===== src/rtl/seq_divider.sv =====
// Sequential restoring shift-subtract divider: 2N-bit dividend by N-bit divisor,
// one quotient bit per clock, start/done handshake matching the shift-and-add multiplier.
module seq_divider #(
    parameter int N = 4
) (
    input  logic             clk,
    input  logic             reset,
    input  logic             start,
    input  logic [2*N-1:0]   dividend,
    input  logic [N-1:0]     divisor,
    output logic [2*N-1:0]   quotient,
    output logic [N-1:0]     remainder,
    output logic             busy,
    output logic             done,
    output logic             dz
);

    localparam int W  = 2 * N;
    localparam int CW = $clog2(W) + 1;
    localparam logic [CW-1:0] CNT_LAST = CW'(W - 1);
    localparam logic [CW-1:0] CNT_ONE  = {{(CW-1){1'b0}}, 1'b1};

    typedef enum logic [1:0] {
        IDLE = 2'd0,
        RUN  = 2'd1,
        DONE = 2'd2
    } state_t;

    state_t          state_r;
    state_t          state_nx_s;

    logic [W-1:0]    q_r;
    logic [N-1:0]    d_r;
    logic [N:0]      r_r;
    logic [CW-1:0]   cnt_r;
    logic [W-1:0]    quotient_r;
    logic [N-1:0]    remainder_r;
    logic            busy_r;
    logic            done_r;
    logic            dz_r;

    logic [W-1:0]    q_nx_s;
    logic [N-1:0]    d_nx_s;
    logic [N:0]      r_nx_s;
    logic [CW-1:0]   cnt_nx_s;
    logic [W-1:0]    quotient_nx_s;
    logic [N-1:0]    remainder_nx_s;
    logic            dz_nx_s;

    logic [N:0]      sh_r_s;
    logic [W-1:0]    sh_q_s;
    logic [N:0]      diff_s;
    logic [N:0]      iter_r_s;
    logic [W-1:0]    iter_q_s;

    // One restoring step: shift {R,Q}, trial-subtract D, keep the difference if non-negative.
    always_comb begin
        {sh_r_s, sh_q_s} = {r_r, q_r} << 1'b1;
        diff_s = sh_r_s - {1'b0, d_r};
        if (diff_s[N] == 1'b0) begin
            iter_r_s = diff_s;
            iter_q_s = {sh_q_s[W-1:1], 1'b1};
        end else begin
            iter_r_s = sh_r_s;
            iter_q_s = sh_q_s;
        end
    end

    // Next-state and next-datapath decode; results only change on entry to DONE.
    always_comb begin
        state_nx_s     = state_r;
        q_nx_s         = q_r;
        d_nx_s         = d_r;
        r_nx_s         = r_r;
        cnt_nx_s       = cnt_r;
        quotient_nx_s  = quotient_r;
        remainder_nx_s = remainder_r;
        dz_nx_s        = dz_r;
        case (state_r)
            IDLE: begin
                if (start == 1'b1) begin
                    if (divisor != {N{1'b0}}) begin
                        q_nx_s     = dividend;
                        d_nx_s     = divisor;
                        r_nx_s     = {(N+1){1'b0}};
                        cnt_nx_s   = {CW{1'b0}};
                        state_nx_s = RUN;
                    end else begin
                        quotient_nx_s  = {W{1'b1}};
                        remainder_nx_s = dividend[N-1:0];
                        dz_nx_s        = 1'b1;
                        state_nx_s     = DONE;
                    end
                end else begin
                    state_nx_s = IDLE;
                end
            end
            RUN: begin
                q_nx_s   = iter_q_s;
                r_nx_s   = iter_r_s;
                cnt_nx_s = cnt_r + CNT_ONE;
                if (cnt_r == CNT_LAST) begin
                    quotient_nx_s  = iter_q_s;
                    remainder_nx_s = iter_r_s[N-1:0];
                    dz_nx_s        = 1'b0;
                    state_nx_s     = DONE;
                end else begin
                    state_nx_s = RUN;
                end
            end
            DONE: begin
                state_nx_s = IDLE;
            end
            default: begin
                state_nx_s = IDLE;
            end
        endcase
    end

    // FSM state register.
    always_ff @(posedge clk or posedge reset) begin
        if (reset) begin
            state_r <= IDLE;
        end else begin
            state_r <= state_nx_s;
        end
    end

    // Datapath and registered outputs; busy/done are decoded from the next state.
    always_ff @(posedge clk or posedge reset) begin
        if (reset) begin
            q_r         <= {W{1'b0}};
            d_r         <= {N{1'b0}};
            r_r         <= {(N+1){1'b0}};
            cnt_r       <= {CW{1'b0}};
            quotient_r  <= {W{1'b0}};
            remainder_r <= {N{1'b0}};
            dz_r        <= 1'b0;
            busy_r      <= 1'b0;
            done_r      <= 1'b0;
        end else begin
            q_r         <= q_nx_s;
            d_r         <= d_nx_s;
            r_r         <= r_nx_s;
            cnt_r       <= cnt_nx_s;
            quotient_r  <= quotient_nx_s;
            remainder_r <= remainder_nx_s;
            dz_r        <= dz_nx_s;
            busy_r      <= (state_nx_s != IDLE);
            done_r      <= (state_nx_s == DONE);
        end
    end

    assign quotient  = quotient_r;
    assign remainder = remainder_r;
    assign busy      = busy_r;
    assign done      = done_r;
    assign dz        = dz_r;

endmodule


===== config.mk =====
export PLATFORM = sky130hd
export DESIGN_NAME = seq_divider
export DESIGN_NICKNAME = d
export VERILOG_FILES = /design/src/rtl/seq_divider.sv
export SDC_FILE = /design/constraint.sdc
export NUM_CORES = 1
export LEC_CHECK = 0
export CAP_MARGIN = 20
export CORE_MARGIN = 2
export CORE_UTILIZATION = 40
export DETAILED_ROUTE_END_ITERATION = 6
export HOLD_SLACK_MARGIN = 0.15
export PLACE_DENSITY = 0.65
export SYNTH_ARGS = -nofsm -noshare
export SYNTH_HDL_FRONTEND = slang
export SYNTH_SLANG_ARGS = --single-unit

===== constraint.sdc =====
create_clock -name clk -period 2.15 [get_ports clk]
set_input_delay 0.645 -clock clk [delete_from_list [all_inputs] [get_ports clk]]
set_output_delay 0.645 -clock clk [all_outputs]
set_load 0.05 [all_outputs]

# Word level (Yosys, flattened, before mapping)
# Index checks and enable logic that the tools add are counted.
[totals] ff_bits=37 input_bits=15 output_inout_bits=15 word_cells=53
[classes] n_addsub=2 eq_ne=7 mux=27 reduce_logical=7
[ops] cell="$mux W8" count=5
[ops] cell="$mux W4" count=8
[ops] cell="$pmux W8 S2" count=2
[ops] cell="$pmux W4 S2" count=3
[ops] cell="$ne A2 B2 Y1 const B" count=4
[ops] cell="$mux W2" count=3
[ops] cell="$reduce_and A3 Y1" count=2
[ops] cell="$sub A5 B4 Y5" count=1
[ops] cell="$add A4 B1 Y4 const B" count=1
[ops] cell="$eq A4 B3 Y1 const B" count=1
[ops] cell="$mux W1" count=4
[ops] cell="$pmux W2 S2" count=1
[ops] cell="$reduce_and A4 Y1" count=1
[ops] cell="$reduce_bool A2 Y1" count=2
[ops] cell="$reduce_bool A4 Y1" count=1
[ops] cell="$eq A2 B1 Y1 const B" count=1
[ops] cell="$eq A2 B2 Y1 const B" count=1
[ops] cell="$logic_not A2 Y1" count=1
[ops] cell="$pmux W1 S2" count=1

# Depth between registers and ports, before layout
# Gate-level depths: netlist (run 1).
[logic_depth] word_depth=5 depth_mapped=8 ltp_nobuf=8

# Least setup slack after synthesis (run 1)
# Ideal clock, no wire load.
[synth_path] path_kind="reg2reg" from="register q_r[7]" to="register r_r[3]" setup_time_ps=126 t_arrival_ps=1937 required_ps=2024 path_slack_ps=87 stages_incl_launch_ff=9 path_buffers=0 cell_sequence="dfrtp_1 -> inv_1 -> ha_1 -> fa_1 -> nand2b_1 -> a21o_1 -> xnor2_1 -> and3_1 -> a221o_1"
[synth_between] elab_chain_cells=3
[synth_rtl] element="from (decl)" line="32" source="logic [W-1:0] q_r;"
[synth_rtl] element="from (signal assigned)" line="132" source="q_r <= {W{1'b0}};"
[synth_rtl] element="from (signal assigned)" line="142" source="q_r <= q_nx_s;"
[synth_rtl] element="$sub A5 B4 Y5" line="59" source="diff_s = sh_r_s - {1'b0, d_r};"
[synth_rtl] element="$mux W4" line="60" source="if (diff_s[N] == 1'b0) begin"
[synth_rtl] element="$pmux W4 S2" line="79" source="case (state_r)"
[synth_rtl] element="to (signal assigned)" line="134" source="r_r <= {(N+1){1'b0}};"
[synth_rtl] element="to (signal assigned)" line="144" source="r_r <= r_nx_s;"
[synth_rtl] element="to (decl)" line="34" source="logic [N:0] r_r;"
# Every way passes these cells.
# A chain may end at the register's enable or synchronous reset.

# Worst setup path after layout (run 1)
[layout_path] from="register quotient_r[4], in the netlist quotient[4]" to="output port quotient[4]"
[layout_lines] element="from (decl)" line="36" source="logic [W-1:0] quotient_r;"
[layout_lines] element="from (signal assigned)" line="136" source="quotient_r <= {W{1'b0}};"
[layout_lines] element="from (signal assigned)" line="146" source="quotient_r <= quotient_nx_s;"
[layout_lines] element="to (decl)" line="11" source="output logic [2*N-1:0] quotient,"
# No word-level cell between the ends.

==> results of run 1 <==
sequential cells by signal, summed over array words and instances, names as in the netlist:
signal / count
busy: 1
r_r: 4
state_r: 2
dz: 1
d_r: 4
q_r: 8
cnt_r: 4
remainder: 4
done: 1
quotient: 8
metrics by stage:
stage	hold slack, ns	setup WS [ns]	std cells	area (µm²)	power, W
3_3_place_gp	0.480	-0.171	271	2240	0.00369
6_report	0.499	0.0537	281	2410	0.00454
3_5_place_dp	0.480	-0.194	271	2240	0.00375
4_1_cts	0.500	0.0273	280	2380	0.00448
5_1_grt	0.518	-0.0169	281	2410	0.00487
2_1_floorplan	0.464	0.0874	177	1800	0.00292
per-layer routing:
| metal | track usage (%) | routed length (µm) | vias up |
|---|---|---|---|
| li1 | - | - | 737 |
| met1 | 24.5 | 1930 | 720 |
| met2 | 29.9 | 2110 | 43 |
| met3 | 4.56 | 207 | 4 |
| met4 | 6.71 | 43 | 0 |
| met5 | 0 | 0 | - |
layout by cell type, fill, tap and decap left out, types with 2 or more instances in the layout:
master           count
buf_4               35
nand2_1             20
inv_1               12
nor2b_1              2
nor2_1              17
a41oi_1              2
clkdlybuf4s50_1     17
o22ai_1              2
nor4_1               2
a222oi_1             3
nor4_2               2
o22a_2               8
a31oi_1              5
dfrtp_1             37
nand2b_1             3
a21oi_1              7
o21ai_0              9
ha_1                 4
clkbuf_8             6
a211oi_1             2
nand3_1              6
xor2_1               2
kinds of logic after synthesis:
kind of cell,after synthesis
simple gates,59
compound gates,49
flops,37
buf+inv,20
fa+ha+maj,6
xor+xnor,4
mux,2
power by group:
part           internal, W  switching (W)
clock network     0.000377       0.000261
logic              0.00113        0.00148
registers          0.00103       0.000257
total              0.00254        0.00200
final cells by class:
cell class / instances / area (µm²)
fillers: 394 / 1920
flip-flops and latches: 37 / 926
multi-input cells: 120 / 817
repair buffers: 52 / 433
clock buffers: 6 / 82.6
well taps: 52 / 65.1
inverters: 12 / 45.0
clock inverters: 2 / 37.5
cells in the mapped netlist, drive strengths merged, types with 2 or more instances:
master / count / share of area (%)
a211oi: 2 / 0.84
a21o: 2 / 0.84
a21oi: 8 / 2.4
a222oi: 3 / 1.7
a31oi: 6 / 2.4
a41oi: 2 / 0.98
buf: 3 / 1.2
clkbuf: 5 / 1.0
dfrtp: 37 / 52
ha: 5 / 3.5
inv: 12 / 2.5
nand2: 20 / 4.2
nand2b: 3 / 1.0
nand3: 6 / 1.7
nor2: 18 / 3.9
nor2b: 2 / 0.70
nor4: 4 / 1.4
o21ai: 10 / 3.4
o22a: 8 / 4.5
o22ai: 2 / 0.70
xnor2: 2 / 0.98
xor2: 2 / 0.98
path summary, 6_finish.rpt:
check,start,endpoint,cells after the start
worst max-delay path,quotient[4],quotient[4],1
worst min-delay path,quotient[1],quotient[1],1
worst max register to register,q_r[7],r_r[3],8
worst min register to register,quotient[1],quotient[1],1
max in group asynchronous,reset,state_r[0],3
min in group asynchronous,reset,q_r[5],3
what timing repair did:
action                                  in CTS  in global routing
hold buffers                                 0                  0
buffers inserted                             1                  1
endpoints found under the setup margin       3                  7
gates resized for setup                      2                  4
pin swaps                                    1                  0
gates cloned                                 0                  0
==> metrics.md, run 1 <==
| Metric | Value |
|---|---|
| Status | completed |
| Setup violators final | 0 |
| CP Data Required Time | 1.50 ns |
| Layout area overhead | 34.0% |
| Worst-Margin Slew | 0.496 ns |
| Warnings, synthesis | 0 |
| Final hold viol count | 0 |
| Layout cells sized above 1 | 27.5% |
| GRT overflow | 0 |
| Die width | 71.0 µm |
| Crit path arrival time | 1.45 ns |
| Vias per Instance | 5.35 |
| Cell Chain, Critical Path | clkdlybuf4s50_1 |
| Fmax | 477 MHz |
| Main synth FF type | dfrtp_1 |
| Vias in the first global route | 1537 |
| DRT Pass-1 Iters | 4 |
| Routed vias | 1504 |
| Clock tree buffer depth | 2 |
| WS Path Type | reg -> out |
| Async S/R FF share, synth | 100% |
| Multiplexer share of the synthesized area | 1.18% |
| # H-tree levels | 2 |
| Cells after synthesis | 177 |
| Port bufs | 29 |
| Iter 0 DRT Violations | 67 |
| Post-synth cell types | 42 |
| Routed Antenna Nets | 0 |
| Clock root buffer | clkbuf_8 |
| Period utilization | 97.5% |
| Post-Syn Nets | 198 |
| Skew-Pair Late Insertion Delay | 0.29 ns |
| Setup crit start kind | flop |
| Synth Area in Compound Gates | 20.6% |
| Syn avg cell area | 10.1 µm² |
| Initial antenna violation count | 0 |
| Placer Congestion | 0.807 |
| Sequential cell area fraction in the yosys report | 51.6% |
| Worst path buffer plus inverter count | 1 |
| Delay-heaviest family, CP | buffers and inverters |
| # diodes | 0 |
| First-pass GRT wire length | 7.36 mm |
| Final setup TNS | 0 ns |
| Max Cap Viol | 0 |
| Synth Area in Adders | 4.60% |
| R2R setup slack | 0.09 ns |
| Synth Area in XOR/XNOR | 1.95% |
| Simple logic cell fraction of the synthesized area | 15.3% |
| Pins Over Slew Limit | 0 |
| Worst setup EP type | output port |
| Clock Pin Slew Worst Setup and Hold Paths | 0.08 ns |
| Leak | 1.09 nW |
| Seq cells post-synth | 37 |
| Largest net degree at the start of global routing | 38 |
| Die Ht | 71.0 µm |
| Largest stage delay, worst path | 0.81 ns |
| DIE AREA | 0.00504 mm² |
| Total wire length | 4.29 mm |
| Total GRT Usage | 18.6% |
| Clock Sinks | 37 |
| Peak supply drop | 0.883 mV |
| CTS tree | yes |
| Min-delay worst type | reg -> reg |
| TritonCTS buffer count | 5 |
| Ports | 30 |
| Critical Path Fanout Max | 2 |
| Drt wl/cell | 15.3 µm |
| Final min period | 2.10 ns |
| CORE AREA | 0.00432 mm² |
| Nets | 249 |
| Clock Skew | 0.00706 ns |
| Main combinational cell family by area after synthesis | compound AO/OA/AOI/OAI gates |
| Cell Pwr Density | 1890 mW/mm² |
| Drt drc | 0 |
| Final design utilization | 55.6% |
| Std-Cell Rows | 24 |
| Number of flops mapped to enable cells by yosys | 0 |
| Starting Density | 41.5% |
| Synth Cell Area | 0.00180 mm² |
| CP max stage cell | clkdlybuf4s50_1 |
| Max-slew headroom | 66.8% |
| HPWL after DPL | 3.05 mm |
(Power assumes the default switching activity.)
==> run 2, diff against run 1 <==
--- a/config.mk
+++ b/config.mk
@@ -14,3 +14,4 @@
 export SYNTH_ARGS = -nofsm -noshare
 export SYNTH_HDL_FRONTEND = slang
 export SYNTH_SLANG_ARGS = --single-unit
+export TNS_END_PERCENT = 100
==> results of run 2 <==
The final DEF is identical to that of run 1; final timing and power are the same.
